## src/rtl/key_debounce_pkg.sv

```systemverilog
// Shared definitions for the key debouncer: per-channel FSM state encoding,
// clock-rate defaults and the counter sizing helper.
package key_debounce_pkg;

  typedef enum logic [2:0] {
    ST_RELEASED    = 3'd0,
    ST_PRESS_CHK   = 3'd1,
    ST_PRESSED     = 3'd2,
    ST_HOLD        = 3'd3,
    ST_RELEASE_CHK = 3'd4
  } state_t;

  // Defaults assume a 50 MHz clock: 20 ms debounce, 0.5 s hold, 0.1 s repeat.
  localparam int unsigned DEF_DEBOUNCE_CYC = 1_000_000;
  localparam int unsigned DEF_HOLD_CYC     = 25_000_000;
  localparam int unsigned DEF_REPEAT_CYC   = 5_000_000;

  function automatic int unsigned cnt_width(input int unsigned a,
                                            input int unsigned b,
                                            input int unsigned c);
    int unsigned m;
    m = a;
    if (b > m) m = b;
    if (c > m) m = c;
    return ($clog2(m + 1) < 1) ? 1 : $clog2(m + 1);
  endfunction

endpackage

```

## src/rtl/key_debounce_ch.sv

```systemverilog
// One key channel: two-flop synchronizer, debounce/hold FSM and its counters,
// producing a clean level plus press, release and auto-repeat strobes.
module key_debounce_ch
  import key_debounce_pkg::*;
#(
  parameter int unsigned DEBOUNCE_CYC = DEF_DEBOUNCE_CYC,
  parameter int unsigned HOLD_CYC     = DEF_HOLD_CYC,
  parameter int unsigned REPEAT_CYC   = DEF_REPEAT_CYC
) (
  input  logic clk,
  input  logic rst_n,
  input  logic key_n,
  output logic key_level,
  output logic press_pulse,
  output logic release_pulse,
  output logic repeat_pulse
);

  if (DEBOUNCE_CYC == 0) begin : g_bad_debounce
    $error("key_debounce_ch: DEBOUNCE_CYC must be at least 1");
  end
  if (HOLD_CYC == 0) begin : g_bad_hold
    $error("key_debounce_ch: HOLD_CYC must be at least 1");
  end

  localparam int unsigned CW = cnt_width(DEBOUNCE_CYC, HOLD_CYC, REPEAT_CYC);
  localparam logic [CW-1:0] DB_LAST   = CW'((DEBOUNCE_CYC == 0) ? 0 : DEBOUNCE_CYC - 1);
  localparam logic [CW-1:0] HOLD_LAST = CW'((HOLD_CYC == 0) ? 0 : HOLD_CYC - 1);
  localparam logic [CW-1:0] REP_LAST  = CW'((REPEAT_CYC == 0) ? 0 : REPEAT_CYC - 1);
  localparam logic REPEAT_EN = (REPEAT_CYC != 0);

  logic          sync1_reg;
  logic          sync2_reg;
  state_t        state_reg;
  logic [CW-1:0] cnt_reg;
  logic [CW-1:0] hold_cnt_reg;
  logic          held_hold_reg;
  logic          level_reg;
  logic          press_reg;
  logic          release_reg;
  logic          repeat_reg;

  logic          raw;
  logic          hold_phase;
  logic [CW-1:0] hold_last;
  logic          hold_at_last;
  logic          hold_tick;
  logic [CW-1:0] hold_cnt_next;

  assign raw = ~sync2_reg;

  // Hold timer runs in PRESSED, HOLD and RELEASE_CHK; the threshold depends on
  // whether the first repeat has already fired (held flag while checking release).
  always_comb begin
    hold_phase = 1'b0;
    case (state_reg)
      ST_HOLD:        hold_phase = 1'b1;
      ST_RELEASE_CHK: hold_phase = held_hold_reg;
      default:        hold_phase = 1'b0;
    endcase
    hold_last     = hold_phase ? REP_LAST : HOLD_LAST;
    hold_at_last  = (hold_cnt_reg == hold_last);
    hold_tick     = hold_at_last && REPEAT_EN;
    hold_cnt_next = hold_cnt_reg + 1'b1;
    if (hold_at_last) begin
      hold_cnt_next = REPEAT_EN ? '0 : hold_cnt_reg;
    end
  end

  always_ff @(posedge clk or negedge rst_n) begin
    if (!rst_n) begin
      sync1_reg     <= 1'b1;
      sync2_reg     <= 1'b1;
      state_reg     <= ST_RELEASED;
      cnt_reg       <= '0;
      hold_cnt_reg  <= '0;
      held_hold_reg <= 1'b0;
      level_reg     <= 1'b0;
      press_reg     <= 1'b0;
      release_reg   <= 1'b0;
      repeat_reg    <= 1'b0;
    end else begin
      sync1_reg   <= key_n;
      sync2_reg   <= sync1_reg;
      press_reg   <= 1'b0;
      release_reg <= 1'b0;
      repeat_reg  <= 1'b0;
      case (state_reg)
        ST_RELEASED: begin
          if (raw) begin
            state_reg <= ST_PRESS_CHK;
            cnt_reg   <= '0;
          end
        end
        ST_PRESS_CHK: begin
          if (!raw) begin
            state_reg <= ST_RELEASED;
            cnt_reg   <= '0;
          end else if (cnt_reg == DB_LAST) begin
            state_reg    <= ST_PRESSED;
            cnt_reg      <= '0;
            hold_cnt_reg <= '0;
            level_reg    <= 1'b1;
            press_reg    <= 1'b1;
          end else begin
            cnt_reg <= cnt_reg + 1'b1;
          end
        end
        ST_PRESSED, ST_HOLD: begin
          hold_cnt_reg <= hold_cnt_next;
          if (!raw) begin
            // A tick landing on this edge is dropped but still advances the cadence.
            state_reg     <= ST_RELEASE_CHK;
            cnt_reg       <= '0;
            held_hold_reg <= (state_reg == ST_HOLD) || hold_tick;
          end else if (hold_tick) begin
            state_reg  <= ST_HOLD;
            repeat_reg <= 1'b1;
          end
        end
        ST_RELEASE_CHK: begin
          if (raw) begin
            state_reg    <= (held_hold_reg || hold_tick) ? ST_HOLD : ST_PRESSED;
            hold_cnt_reg <= hold_cnt_next;
          end else if (cnt_reg == DB_LAST) begin
            state_reg     <= ST_RELEASED;
            cnt_reg       <= '0;
            hold_cnt_reg  <= '0;
            held_hold_reg <= 1'b0;
            level_reg     <= 1'b0;
            release_reg   <= 1'b1;
          end else begin
            cnt_reg      <= cnt_reg + 1'b1;
            hold_cnt_reg <= hold_cnt_next;
            if (hold_tick) begin
              held_hold_reg <= 1'b1;
            end
          end
        end
        default: begin
          state_reg <= ST_RELEASED;
          cnt_reg   <= '0;
        end
      endcase
    end
  end

  assign key_level     = level_reg;
  assign press_pulse   = press_reg;
  assign release_pulse = release_reg;
  assign repeat_pulse  = repeat_reg;

endmodule

```

## src/rtl/key_debounce.sv

```systemverilog
// Multi-key debouncer: one independent key_debounce_ch per raw active-low pin,
// all on the same clock and reset.
module key_debounce
  import key_debounce_pkg::*;
#(
  parameter int          N_KEYS       = 2,
  parameter int unsigned DEBOUNCE_CYC = DEF_DEBOUNCE_CYC,
  parameter int unsigned HOLD_CYC     = DEF_HOLD_CYC,
  parameter int unsigned REPEAT_CYC   = DEF_REPEAT_CYC
) (
  input  logic              clk,
  input  logic              rst_n,
  input  logic [N_KEYS-1:0] key_n,
  output logic [N_KEYS-1:0] key_level,
  output logic [N_KEYS-1:0] press_pulse,
  output logic [N_KEYS-1:0] release_pulse,
  output logic [N_KEYS-1:0] repeat_pulse
);

  if (N_KEYS < 1) begin : g_bad_keys
    $error("key_debounce: N_KEYS must be at least 1");
  end

  genvar gi;
  for (gi = 0; gi < N_KEYS; gi++) begin : g_ch
    key_debounce_ch #(
      .DEBOUNCE_CYC (DEBOUNCE_CYC),
      .HOLD_CYC     (HOLD_CYC),
      .REPEAT_CYC   (REPEAT_CYC)
    ) u_ch (
      .clk           (clk),
      .rst_n         (rst_n),
      .key_n         (key_n[gi]),
      .key_level     (key_level[gi]),
      .press_pulse   (press_pulse[gi]),
      .release_pulse (release_pulse[gi]),
      .repeat_pulse  (repeat_pulse[gi])
    );
  end

endmodule

```

## config.mk

```make
export PLATFORM = sky130hd
export DESIGN_NAME = key_debounce
export DESIGN_NICKNAME = d
export VERILOG_FILES = /design/src/rtl/key_debounce_pkg.sv /design/src/rtl/key_debounce_ch.sv /design/src/rtl/key_debounce.sv
export SDC_FILE = /design/constraint.sdc
export NUM_CORES = 1
export LEC_CHECK = 0
export CORE_ASPECT_RATIO = 0.5
export CORE_MARGIN = 10
export CORE_UTILIZATION = 40
export DETAILED_ROUTE_END_ITERATION = 10
export PLACE_DENSITY_LB_ADDON = 0.12
export SLEW_MARGIN = 20
export SYNTH_ARGS = -nofsm -noshare
export SYNTH_HDL_FRONTEND = slang
export SYNTH_SLANG_ARGS = --single-unit
export TNS_END_PERCENT = 100
```

## constraint.sdc

```tcl
create_clock -name clk -period 4.4 [get_ports clk]
set_input_delay 1.32 -clock clk [delete_from_list [all_inputs] [get_ports clk]]
set_output_delay 1.32 -clock clk [all_outputs]
set_load 0.01 [all_outputs]
```

# --- Word-level counts from Yosys, hierarchy flattened ---
# Cells that the tools add are included.
totals:
  regBits: 120
  out_inout_bits: 8
  wordCells: 162
op_classes:
  n_addsub: 4
  eq_ne: 32
  n_mux: 82
  n_reduce_logical: 24
ops:
  columns: ["operator", "n"]
  rows:
  - ["2-to-1 mux 25 bit", 22]
  - ["one-hot mux 25 bit (4 select lines)", 2]
  - ["one-hot mux 25 bit (3 select lines)", 2]
  - ["adder 25 x 1 -> 25 bit (second input constant)", 4]
  - ["equality test 25 x 20 -> 1 bit (second input constant)", 2]
  - ["equality test 25 bit", 2]
  - ["2-to-1 mux 3 bit", 14]
  - ["2-to-1 mux 1 bit", 34]
  - ["one-hot mux 3 bit (4 select lines)", 2]
  - ["inequality test 3 x 1 -> 1 bit (second input constant)", 6]
  - ["inequality test 2 x 1 -> 1 bit (second input constant)", 8]
  - ["AND reduction 4 bit", 4]
  - ["equality test 3 x 2 -> 1 bit (second input constant)", 4]
  - ["one-hot mux 1 bit (2 select lines)", 6]
  - ["AND reduction 3 bit", 4]
  - ["AND reduction 5 bit", 2]
  - ["inequality test 2 bit (second input constant)", 4]
  - ["nonzero test 2 bit", 4]
  - ["equality test 3 x 1 -> 1 bit (second input constant)", 2]
  - ["equality test 3 bit (second input constant)", 2]
  - ["zero test 3 bit", 2]
  - ["inequality test 3 bit (second input constant)", 2]
  - ["nonzero test 3 bit", 2]
  - ["logical OR 1 bit", 4]
  - ["OR reduction 2 bit", 2]

# --- Logic depth before layout (Yosys ltp) ---
# Gate-level depths: netlist of the first run.
logic_depth:
  depth_word: 8
  depth_mapped: 9

# --- By module ---
# A second synthesis of the first run with hierarchy kept.
unflattened:
  cells_unflattened: 761
  area_unflattened_um2: 6824.0
modules_own_cells:
  columns: ["mod", "n_inst", "cells_each", "area_per_inst_um2", "seq_area_each_um2"]
  rows:
  - ["key_debounce_ch (g_ch[0].u_ch)", 1, 374, 3437.0, 1503.9]
  - ["key_debounce_ch (g_ch[1].u_ch)", 1, 387, 3387.0, 1503.9]

# --- Worst setup path before layout of the first run ---
# No wires, ideal clock.
synth_timing:
  kind: "register -> register"
  startpoint: "register g_ch[1].u_ch.hold_cnt_reg[7]"
  endpoint: "register g_ch[1].u_ch.hold_cnt_reg[14]"
  setup_ps: 126
  arrival_time_ps: 2349
  t_required_ps: 4274
  path_slack_ps: 1925
  path_stages_with_launch: 8
  synth_period_minus_slack_ps: 2475
  cell_sequence: "dfrtp_1 buf_6 or4_1 or4_1 a2111oi_4 a21oi_2 buf_6 a221o_1"
synth_between:
  elab_chain_len: 5
synth_rtl:
  columns: ["element", "line", "source"]
  rows:
  - ["start: declaration", "key_debounce_ch.sv:36", "logic [CW-1:0] hold_cnt_reg;"]
  - ["start signal: assignment", "key_debounce_ch.sv:110", "hold_cnt_reg <= hold_cnt_next;"]
  - ["start signal: assignment", "key_debounce_ch.sv:124", "hold_cnt_reg <= hold_cnt_next;"]
  - ["start signal: assignment", "key_debounce_ch.sv:134", "hold_cnt_reg <= hold_cnt_next;"]
  - ["adder 25 x 1 -> 25 bit / equality test 25 bit (equally long branches)", "key_debounce_ch.sv:64, key_debounce_ch.sv:62", null]
  - ["2-to-1 mux 25 bit (*)", "key_debounce_ch.sv:65", "if (hold_at_last) begin"]
  - ["2-to-1 mux 25 bit", "key_debounce_ch.sv:125", "end else if (cnt_reg == DB_LAST) begin"]
  - ["2-to-1 mux 25 bit", "key_debounce_ch.sv:122", "if (raw) begin"]
  - ["one-hot mux 25 bit (3 select lines) (*)", "key_debounce_ch.sv:88", "case (state_reg)"]
# Every way passes the cells marked *; elsewhere a longest branch is shown, timed or not.
# A chain may end at the register's enable or synchronous reset.

# --- Worst setup path in the final report of the first run ---
layout_timing:
  startpoint: "register g_ch[1].u_ch.state_reg[2]"
  endpoint: "register g_ch[1].u_ch.hold_cnt_reg[20]"
layout_between:
  elab_chain_len: 8
layout_rtl:
  columns: ["element", "line", "source"]
  rows:
  - ["start: declaration", "key_debounce_ch.sv:34", "state_t state_reg;"]
  - ["start signal: assignment", "key_debounce_ch.sv:123", "state_reg <= (held_hold_reg || hold_tick) ? ST_HOLD : ST_PRESSED;"]
  - ["equality test 3 bit / equality test 3 x 2 -> 1 bit (equally long branches)", "key_debounce_ch.sv:56, key_debounce_ch.sv:88", null]
  - ["one-hot mux 1 bit (2 select lines)", "key_debounce_ch.sv:56", "case (state_reg)"]
  - ["2-to-1 mux 25 bit", "key_debounce_ch.sv:61", "hold_last = hold_phase ? REP_LAST : HOLD_LAST;"]
  - ["equality test 25 bit", "key_debounce_ch.sv:62", "hold_at_last = (hold_cnt_reg == hold_last);"]
  - ["2-to-1 mux 25 bit", "key_debounce_ch.sv:65", null]
  - ["2-to-1 mux 25 bit", "key_debounce_ch.sv:125", null]
  - ["2-to-1 mux 25 bit", "key_debounce_ch.sv:122", null]
  - ["one-hot mux 25 bit (3 select lines)", "key_debounce_ch.sv:88", null]
# Parallel ways exist; a longest one is shown, timed or not.

==> impl_metrics.py, run 1 <==
metrics = {
    "final_layout": {
        "antenna_cells": 0,
        "drive_gt1_frac": 0.0713,
        "fin_area_um2": 7790,
        "nFillCells": 1615,
        "final_nets": 780,
        "syn_to_final_growth_pct": 13.5,
    },
    "placement": {
        "io_buffers": 11,
        "gp_congestion": 0.814,
        "dp_hpwl_um": 10800,
        "dpl_cell_area_um2": 7100,
    },
    "sta": {
        "setup_viol": 0,
        "relSlewSlack": 0.332,
        "rsz0062_at_grt": "no",
        "min_period_over_period": 0.666,
        "worst_hold_slack_ns": 0.355,
        "fin_setup_tns_ns": 0,
        "fin_crit_ns": 2.93,
        "drv_slew": 0,
        "worstMarginPinSlew_ns": 0.987,
        "fmax_mhz": 341,
        "hold_violations": 0,
        "skew_ns": 0.0103,
    },
    "yosys": {
        "async_reset_ff_frac": 1.00,
        "synth-seq-area-share": 0.438,
        "syn_nets": 784,
        "synthFlopType": "dfrtp_1",
        "netlist_area_um2": 6870,
        "synth-seq-cells": 120,
        "synth_edf_count": 0,
        "synth_cells": 776,
        "syn_area_per_cell_um2": 8.85,
        "yosysUniqueCellTypes": 67,
        "synth_warnings": 0,
    },
    "global_route": {
        "antenna_found_initial": 0,
        "gr-total-overflow": 0,
        "track_usage": 0.143,
        "grt_pass1_wl_um": 27700,
        "grt_max_degree": 57,
        "grt_pass1_vias": 5499,
    },
    "critical_path": {
        "cp.required_ns": 4.71,
        "start_kind": "flip-flop",
        "cpPeakStageDelay_ns": 0.72,
        "arrival_ns": 3.24,
        "worstSetupPathType": "reg -> reg",
        "crit_family": "compound AO/OA/AOI/OAI gates",
        "path_cells": "and3b_1, or4_1, a2111oi_4, a21o_2, o21ai_0, a21o_1",
        "crit_path_top_delay_cell": "dfrtp_1",
        "cp_max_fo": 22,
        "cp-end-kind": "flip-flop",
        "cp_num_buf_inv": 0,
    },
    "cts": {
        "path_clk_slew_ns": 0.06,
        "cts_root_buf": "clkbuf_16",
        "insertion_delay_ns": 0.42,
        "clock_sinks": 120,
        "cts_buffers": 17,
        "clockBufferDepth": 2,
        "postCtsSetupBuffers": 0,
        "cts_tree": "done",
        "htreeDepth": 4,
        "ctsResizeCount": 0,
        "postCtsHoldBufs": 0,
    },
    "die": {
        "die_y_um": 113,
        "die_area_um2": 23100,
        "rows": 33,
        "core-area_um2": 16600,
        "io_pins": 12,
        "die-width_um": 205,
        "start_util": 0.414,
    },
    "routing": {
        "route.detailed.drc": 0,
        "routedWlPerCell_um": 15.8,
        "routed-wl-met2_um": 7130,
        "dr.pass1.iters": 5,
        "vias": 5790,
        "drtIter0Drc": 461,
        "highest_layer": "met4",
        "wl_met3_um": 595,
        "postRouteAntennaNets": 0,
        "met1_length_um": 8140,
        "routed_wl_um": 16000,
        "vias_per_cell": 5.72,
    },
    "run_status": {
        "status": "finished, final reports clean",
    },
    "hold_path": {
        "hold_class": "reg -> reg",
    },
    "power_and_ir_drop": {
        "peakVddDrop_mv": 0.262,
        "leakagePower_nw": 3.05,
        "power_density_nw_per_um2": 389,
    },
    "run": {
        "cap_violations": 0,
    },
}
[path summary, 6_finish.rpt]
kind                                            from                             to  slack, ns  depth (start not counted)
setup / recovery           g_ch[1].u_ch.state_reg[2]  g_ch[1].u_ch.hold_cnt_reg[20]       1.47                          6
max in group asynchronous                      rst_n         g_ch[1].u_ch.sync2_reg       2.75                          2
min in group asynchronous                      rst_n  g_ch[1].u_ch.hold_cnt_reg[16]       0.90                          1
setup reg to reg           g_ch[1].u_ch.state_reg[2]  g_ch[1].u_ch.hold_cnt_reg[20]       1.47                          6
hold / removal                g_ch[1].u_ch.sync1_reg         g_ch[1].u_ch.sync2_reg       0.35                          0
hold reg to reg               g_ch[1].u_ch.sync1_reg         g_ch[1].u_ch.sync2_reg       0.35                          0
[cell usage after synthesis, types with 5 or more instances]
cell,instances,area share
a31oi_1,19,0.017
a21o_1,17,0.019
nand2_1,74,0.040
or3_1,18,0.016
nand4_1,32,0.029
and4_1,5,0.0064
clkbuf_1,18,0.0098
a21oi_1,34,0.025
nor4_1,25,0.023
and3_1,11,0.010
nand3_1,50,0.036
nor3_1,28,0.020
o31ai_1,6,0.0066
nor4b_1,6,0.0077
buf_2,8,0.0058
a22o_1,7,0.0089
and2_1,6,0.0055
inv_1,17,0.0093
nand2b_1,10,0.0091
dfrtp_1,116,0.42
o21ai_0,38,0.028
or4_1,7,0.0077
nor2_1,89,0.049
xor2_1,19,0.024
a41oi_1,6,0.0077
xnor2_1,21,0.027
buf_4,8,0.0087
[through the flow]
step	setup slack, ns	cells	util	power (mW)
2_1_floorplan	1.93	776	-	1.38
3_3_place_gp	1.42	980	0.428	1.47
3_5_place_dp	1.33	980	0.428	1.47
4_1_cts	1.30	1012	0.468	3.07
5_1_grt	1.24	1012	0.470	3.17
6_report	1.47	1012	0.470	3.03
[metal layers]
layer / global-route usage / up-vias
met4: 0.0375 / 0
met2: 0.214 / 100
met1: 0.201 / 2817
met5: 0 / -
li1: - / 2859
met3: 0.0365 / 14
[cell usage in the layout, fill, tap and decap left out, types with 11 or more instances in the layout]
master and count:
dfrtp_1 116, nor2_1 89, nand2_1 74, nand3_1 50, o21ai_0 38, a21oi_1 33, nand4_1 32, nor3_1 28
nor4_1 25, xnor2_1 21, a31oi_1 19, xor2_1 19, or3_1 18, inv_1 17, a21o_1 17, clkbuf_16 17
and3_1 11
[final cells by class]
class | instances | area [um2] | area share
clock buffers | 21 | 470 | 0.0604
clock inverters | 11 | 195 | 0.0250
well taps | 227 | 284 | 0.0364
inverters | 17 | 63.8 | 0.00819
multi-input cells | 599 | 3610 | 0.463
flip-flops and latches | 120 | 3010 | 0.386
repair buffers | 17 | 165 | 0.0212
[power by group]
part / switching (mW) / total [mW] / internal, mW
Combinational: 0.174 / 0.266 / 0.0919
Sequential: 0.0594 / 1.19 / 1.13
Clock: 0.527 / 1.58 / 1.05
Total: 0.760 / 3.03 / 2.27
[worst reg2reg max path, stage by stage, from the launching register on]
cell and delay (ns):
dfrtp_1 0.72, and3b_1 0.25, or4_1 0.54, a2111oi_4 0.54, a21o_2 0.42, o21ai_0 0.16
a21o_1 0.19
[cells by family after synthesis]
group,after synthesis,share of synthesized area
AO/OA/AOI/OAI,164,0.162
XOR/XNOR,40,0.0510
adder cells (fa/ha/maj),4,0.00729
buffers and inverters,57,0.0414
flip-flops,120,0.438
multiplexers,1,0.00146
AND/OR/NAND/NOR,390,0.299
No activity file was read; power rests on OpenSTA's default activity.
==> run 2, diff against run 1 <==
==> constraint.sdc (replaced) <==
create_clock -name clk -period 2.8 [get_ports clk]
set_input_delay 0.84 -clock clk [delete_from_list [all_inputs] [get_ports clk]]
set_output_delay 0.84 -clock clk [all_outputs]
set_load 0.01 [all_outputs]
==> run 2 against run 1 <==
Largest power group unchanged. Combinational power is 93% higher. Sequential power is 54% higher. Sequential share of layout area is 0.81 points lower. Largest cell class unchanged.
==> impl_metrics.py, run 2 (synthesis gave the netlist of run 1 again) <==
metrics = {
    "run_status": {
        "status": "finished, final reports clean",
    },
    "global_route": {
        "grt_pass1_wl_um": 28500,
        "grt_max_degree": 50,
        "grt_pass1_vias": 5684,
        "track_usage": 0.147,
        "gr-total-overflow": 0,
        "antenna_found_initial": 0,
    },
    "routing": {
        "routedWlPerCell_um": 15.8,
        "vias_per_cell": 5.69,
        "vias": 5945,
        "drtIter0Drc": 415,
        "route.detailed.drc": 0,
        "postRouteAntennaNets": 0,
        "routed_wl_um": 16500,
        "dr.pass1.iters": 5,
    },
    "die": {
        "die-width_um": 205,
        "die_y_um": 113,
        "core-area_um2": 16600,
        "io_pins": 12,
        "start_util": 0.414,
        "rows": 33,
        "die_area_um2": 23100,
    },
    "sta": {
        "fin_crit_ns": 2.60,
        "drv_slew": 0,
        "rsz0062_at_grt": "no",
        "worst_hold_slack_ns": 0.355,
        "fin_setup_tns_ns": 0,
        "fmax_mhz": 384,
        "hold_violations": 0,
        "setup_viol": 0,
        "skew_ns": 0.00907,
        "relSlewSlack": 0.300,
        "worstMarginPinSlew_ns": 1.04,
        "min_period_over_period": 0.930,
    },
    "cts": {
        "path_clk_slew_ns": 0.06,
        "clockBufferDepth": 2,
        "htreeDepth": 4,
        "cts_root_buf": "clkbuf_16",
        "postCtsSetupBuffers": 0,
        "insertion_delay_ns": 0.42,
        "postCtsHoldBufs": 0,
        "cts_tree": "done",
        "clock_sinks": 120,
        "cts_buffers": 17,
    },
    "run": {
        "cap_violations": 0,
    },
    "critical_path": {
        "cp_max_fo": 22,
        "worstSetupPathType": "reg -> reg",
        "crit_path_top_delay_cell": "or4_1",
        "reg2reg_from": "g_ch[1].u_ch.hold_cnt_reg[10]",
        "cp-end-kind": "flip-flop",
        "reg2regPathDepth": 6,
        "cpMostUsedCell": "or4_1",
        "cpPeakStageDelay_ns": 0.50,
        "cp.required_ns": 3.11,
        "timing.rr.end": "g_ch[1].u_ch.hold_cnt_reg[10]",
        "path_cells": "or4_1, or4_1, a2111oi_4, a21o_2, o21ai_0, a21o_1",
        "start_kind": "flip-flop",
        "rrSetupSlack_ns": 0.20,
        "arrival_ns": 2.91,
    },
    "power_and_ir_drop": {
        "seqPwrFrac": 0.404,
        "power_density_nw_per_um2": 569,
        "p_sw_frac": 0.274,
        "switchingPower_mw": 1.24,
        "power.internal_mw": 3.29,
        "peakVddDrop_mv": 0.427,
        "fin_total_pwr_mw": 4.53,
        "p_clk_frac": 0.482,
        "leakagePower_nw": 3.22,
        "p_comb_frac": 0.114,
    },
    "final_layout": {
        "final_cell_mix": "116 x dfrtp_1, 89 x nor2_1, 74 x nand2_1",
        "final_nets": 813,
        "ff_latch_area_um2": 3010,
        "utilization": 0.480,
        "multi_input_area_um2": 3590,
        "final_common_cell": "dfrtp_1",
        "nFillCells": 1585,
        "syn_to_final_growth_pct": 15.9,
        "drive_gt1_frac": 0.111,
        "antenna_cells": 0,
        "fin_area_um2": 7960,
    },
    "hold_path": {
        "min_from": "g_ch[1].u_ch.sync1_reg",
        "min_to": "g_ch[1].u_ch.sync2_reg",
        "min_path_cells": 0,
        "hold_class": "reg -> reg",
    },
    "placement": {
        "dp_hpwl_um": 11200,
        "io_buffers": 11,
        "gp_congestion": 0.814,
        "dpl_cell_area_um2": 7380,
    },
}
[run 2: cell count changes in the layout (fill, tap and decap cells not counted), moves of 2 or more]
cell / previous run / this run
clkinv_4: 0 / 5
clkinvlp_4: 6 / 1
buf_4: 6 / 37
inv_6: 0 / 2
a21oi_4: 2 / 0
buf_12: 1 / 3
clkinv_2: 0 / 5
a21oi_2: 1 / 3
clkbuf_8: 3 / 0
bufinv_16: 5 / 2
[run 2: worst max-delay path by stage]
stage                                        from                             to  slack (ns)  cells after the start
CTS                       g_ch[0].u_ch.cnt_reg[8]  g_ch[0].u_ch.hold_cnt_reg[19]        0.18                      8
finish              g_ch[1].u_ch.hold_cnt_reg[10]  g_ch[1].u_ch.hold_cnt_reg[10]        0.20                      6
floorplan            g_ch[1].u_ch.hold_cnt_reg[7]  g_ch[1].u_ch.hold_cnt_reg[14]        0.33                      7
global route            g_ch[0].u_ch.state_reg[2]       g_ch[0].u_ch.cnt_reg[15]        0.04                      7
global placement          g_ch[0].u_ch.cnt_reg[8]  g_ch[0].u_ch.hold_cnt_reg[15]        0.24                      8
detailed placement        g_ch[0].u_ch.cnt_reg[8]  g_ch[0].u_ch.hold_cnt_reg[19]        0.19                      8
[run 2: power groups by stage]
stage / sequential [mW] / combinational, mW / clock [mW]
final: 1.83 / 0.514 / 2.18
after CTS: 1.83 / 0.520 / 2.22
after global routing: 1.84 / 0.586 / 2.30
after floorplan: 1.85 / 0.327 / 0
after global placement: 1.86 / 0.515 / 0
after detailed placement: 1.86 / 0.516 / 0
[run 2: layout make-up]
cell class,count,share of cell area
multi-input combinational,599,0.451
clock buffer,17,0.0534
clock inverter,15,0.0193
timing repair buffer,50,0.0550
sequential,120,0.378
inverter,17,0.00802
tap,227,0.0357
[run 2: what timing repair did]
action                                 in CTS  in global routing
endpoints found under the hold margin       0                  0
resized for setup                           0                  1
setup endpoints to repair                   0                  1
[run 2: metal layers]
layer	global-route usage	routed length, um	up-vias	part of all wire
met2	0.220	7330	106	0.44
met3	0.0353	604	16	0.036
met5	0	0	-	0
met4	0.0448	144	0	0.0087
met1	0.206	8470	2891	0.51
li1	-	-	2932	-
[run 2: through the flow]
stage | worst slack (ns) | std cells
floorplan | 0.325 | 776
global placement | 0.244 | 1013
detailed placement | 0.189 | 1013
CTS | 0.180 | 1045
global route | 0.0407 | 1045
finish | 0.197 | 1045
[run 2: critical path, delay by kind of cell, from the launching register on]
family / cells / cell delay (ns)
AOI/OAI and AO/OA: 4 / 1.16
DFF: 1 / 0.37
and+or+nand+nor: 2 / 0.97
==> run 3, diff against run 2 <==
--- a/config.mk
+++ b/config.mk
@@ -5,6 +5,7 @@
 export SDC_FILE = /design/constraint.sdc
 export NUM_CORES = 1
 export LEC_CHECK = 0
+export ABC_AREA = 1
 export CORE_ASPECT_RATIO = 0.5
 export CORE_MARGIN = 10
 export CORE_UTILIZATION = 40
==> run 3 against run 2 <==
Register-to-register slack gained 0.42 ns. Critical path depth shrank 5. Combinational power grew to 3.2 times the previous value. First-iteration DRC count grew 2.2%. Fmax grew 17%. Final cell count grew 31%. Cell area grew 7.9%. Largest cell class unchanged.
==> impl_metrics.py, run 3 <==
metrics = {
    "sta": {
        "setup_viol": 0,
        "relSlewSlack": 0.544,
        "min_period_over_period": 0.796,
        "worstMarginPinSlew_ns": 0.683,
        "hold_violations": 0,
        "setup_slack_ns": 0.572,
        "worst_hold_slack_ns": 0.350,
        "rsz0062_at_grt": "no",
        "skew_ns": 0.0148,
        "fin_setup_tns_ns": 0,
        "fin_crit_ns": 2.23,
        "drv_slew": 0,
        "fmax_mhz": 449,
    },
    "die": {
        "core-area_um2": 18600,
        "die_y_um": 118,
        "die-width_um": 216,
        "die_area_um2": 25400,
        "start_util": 0.412,
        "rows": 35,
        "io_pins": 12,
    },
    "routing": {
        "route.detailed.drc": 0,
        "vias_per_cell": 5.07,
        "drtIter0Drc": 424,
        "routedWlPerCell_um": 14.1,
        "vias": 6925,
        "dr.pass1.iters": 5,
        "postRouteAntennaNets": 0,
        "routed_wl_um": 19200,
    },
    "cts": {
        "cts_root_buf": "clkbuf_16",
        "clockBufferDepth": 2,
        "cts_tree": "done",
        "insertion_delay_ns": 0.44,
        "clock_sinks": 120,
        "htreeDepth": 4,
        "postCtsHoldBufs": 0,
        "path_clk_slew_ns": 0.06,
        "ctsResizeCount": 0,
        "cts_buffers": 17,
        "postCtsSetupBuffers": 0,
    },
    "final_layout": {
        "final_cell_mix": "272 x nand2_1, 144 x nor2_1, 143 x inv_1",
        "syn_to_final_growth_pct": 12.3,
        "antenna_cells": 0,
        "nFillCells": 1911,
        "final_nets": 1103,
        "fin_area_um2": 8590,
        "drive_gt1_frac": 0.0975,
        "utilization": 0.462,
        "final_common_cell": "nand2_1",
        "fin_cells": 1367,
    },
    "global_route": {
        "grt_pass1_wl_um": 33300,
        "grt_pass1_vias": 6762,
        "track_usage": 0.157,
        "gr-total-overflow": 0,
        "antenna_found_initial": 0,
        "grt_max_degree": 121,
    },
    "yosys": {
        "async_reset_ff_frac": 1.00,
        "yosysUniqueCellTypes": 48,
        "synth_warnings": 0,
        "synthFlopType": "dfrtp_1",
        "synth_top_area_share": 0.380,
        "yosysMostFrequentCell": "nand2_1",
        "syn_area_per_cell_um2": 7.06,
        "synth-seq-area-share": 0.393,
        "netlist_area_um2": 7650,
        "synth_cells": 1083,
        "synth_area_leaders": "dfrtp_1 38%, nand2_1 13%, nor2_1 7.1%, inv_1 7.0%, nand3_1 5.2%",
        "synth_commonest_cells": "272 x nand2_1, 144 x nor2_1, 143 x inv_1",
        "synth-seq-cells": 120,
        "yosysTopAreaCell": "dfrtp_1",
        "synth_edf_count": 0,
        "syn_nets": 1091,
    },
    "critical_path": {
        "cp.required_ns": 1.96,
        "path_cells": "clkdlybuf4s50_1",
        "cp_num_buf_inv": 1,
        "arrival_ns": 1.39,
        "cp_max_fo": 2,
        "crit_path_top_delay_cell": "clkdlybuf4s50_1",
        "cpPeakStageDelay_ns": 0.56,
        "cp-end-kind": "primary output",
        "worstSetupPathType": "reg -> out",
        "start_kind": "flip-flop",
        "rrSetupSlack_ns": 0.62,
        "crit_family": "buffers and inverters",
    },
    "placement": {
        "dp_slack_ns": 0.643,
        "dp_cells": 1335,
        "gp_congestion": 0.897,
        "io_buffers": 11,
        "dp_hpwl_um": 13800,
        "dpl_cell_area_um2": 7950,
    },
    "run_status": {
        "status": "finished, final reports clean",
    },
    "power_and_ir_drop": {
        "fin_total_pwr_mw": 6.04,
        "power_density_nw_per_um2": 703,
        "leakagePower_nw": 3.94,
        "peakVddDrop_mv": 0.428,
    },
    "hold_path": {
        "hold_class": "reg -> reg",
    },
    "run": {
        "cap_violations": 0,
    },
}
## run 3: cell count changes in the layout (fill, tap and decap cells not counted), sizes merged, moves of 14 or more
cell   previous run  this run
a21o             18         2
a31oi            19         4
buf              40         4
inv              19       158
nand2            74       293
nand3            50        84
nor2             89       162
nor3             28        49
nor4             26        10
or3              18         0
xnor2            21         3
xor2             19        33
## run 3: area by class of cell
| type | count | area (um2) | area share |
|---|---|---|---|
| inverter | 157 | 591 | 0.0688 |
| sequential | 120 | 3010 | 0.350 |
| timing repair buffer | 14 | 143 | 0.0166 |
| clock buffer | 18 | 439 | 0.0511 |
| multi-input combinational | 785 | 3880 | 0.452 |
| clock inverter | 14 | 198 | 0.0230 |
| tap | 259 | 324 | 0.0377 |
## run 3: power breakdown
part           total [mW]  switching [mW]  internal (mW)
sequential           2.00           0.125           1.87
combinational        1.64            1.23          0.409
clock                2.40           0.885           1.52
## run 3: worst paths after layout
check	depth (start not counted)	to	start
setup reg to reg	10	g_ch[0].u_ch.hold_cnt_reg[12]	g_ch[0].u_ch.cnt_reg[1]
hold / removal	0	g_ch[1].u_ch.sync2_reg	g_ch[1].u_ch.sync1_reg
min in group asynchronous	2	g_ch[0].u_ch.cnt_reg[22]	rst_n
hold reg to reg	0	g_ch[1].u_ch.sync2_reg	g_ch[1].u_ch.sync1_reg
setup / recovery	1	key_level[1]	g_ch[1].u_ch.key_level
max in group asynchronous	2	g_ch[1].u_ch.cnt_reg[1]	rst_n
## run 3: logic make-up after synthesis
logic type | count (synthesis) | synth area share
and+or+nand+nor | 636 | 0.375
buffers and inverters | 178 | 0.0988
DFF | 120 | 0.393
AOI/OAI and AO/OA | 109 | 0.0847
xor gates and xnor gates | 36 | 0.0412
adders and majority gates | 4 | 0.00654
## run 3: layer usage
layer | up-vias | wire (um) | track usage
met3 | 16 | 787 | 0.0369
met4 | 0 | 166 | 0.0359
met1 | 3268 | 9510 | 0.210
li1 | 3505 | - | -
met2 | 136 | 8750 | 0.251
met5 | - | 0 | 0
## run 3: worst register-to-register path: stages, from the launching register on
cell and delay, ns:
dfrtp_1 0.36, ha_1 0.19, nand2_1 0.11, nor2_4 0.12, nand3_1 0.10, nor2_1 0.22
nand3_2 0.11, nand2_2 0.45, nand2_1 0.18, xor2_1 0.18, nor2_1 0.10
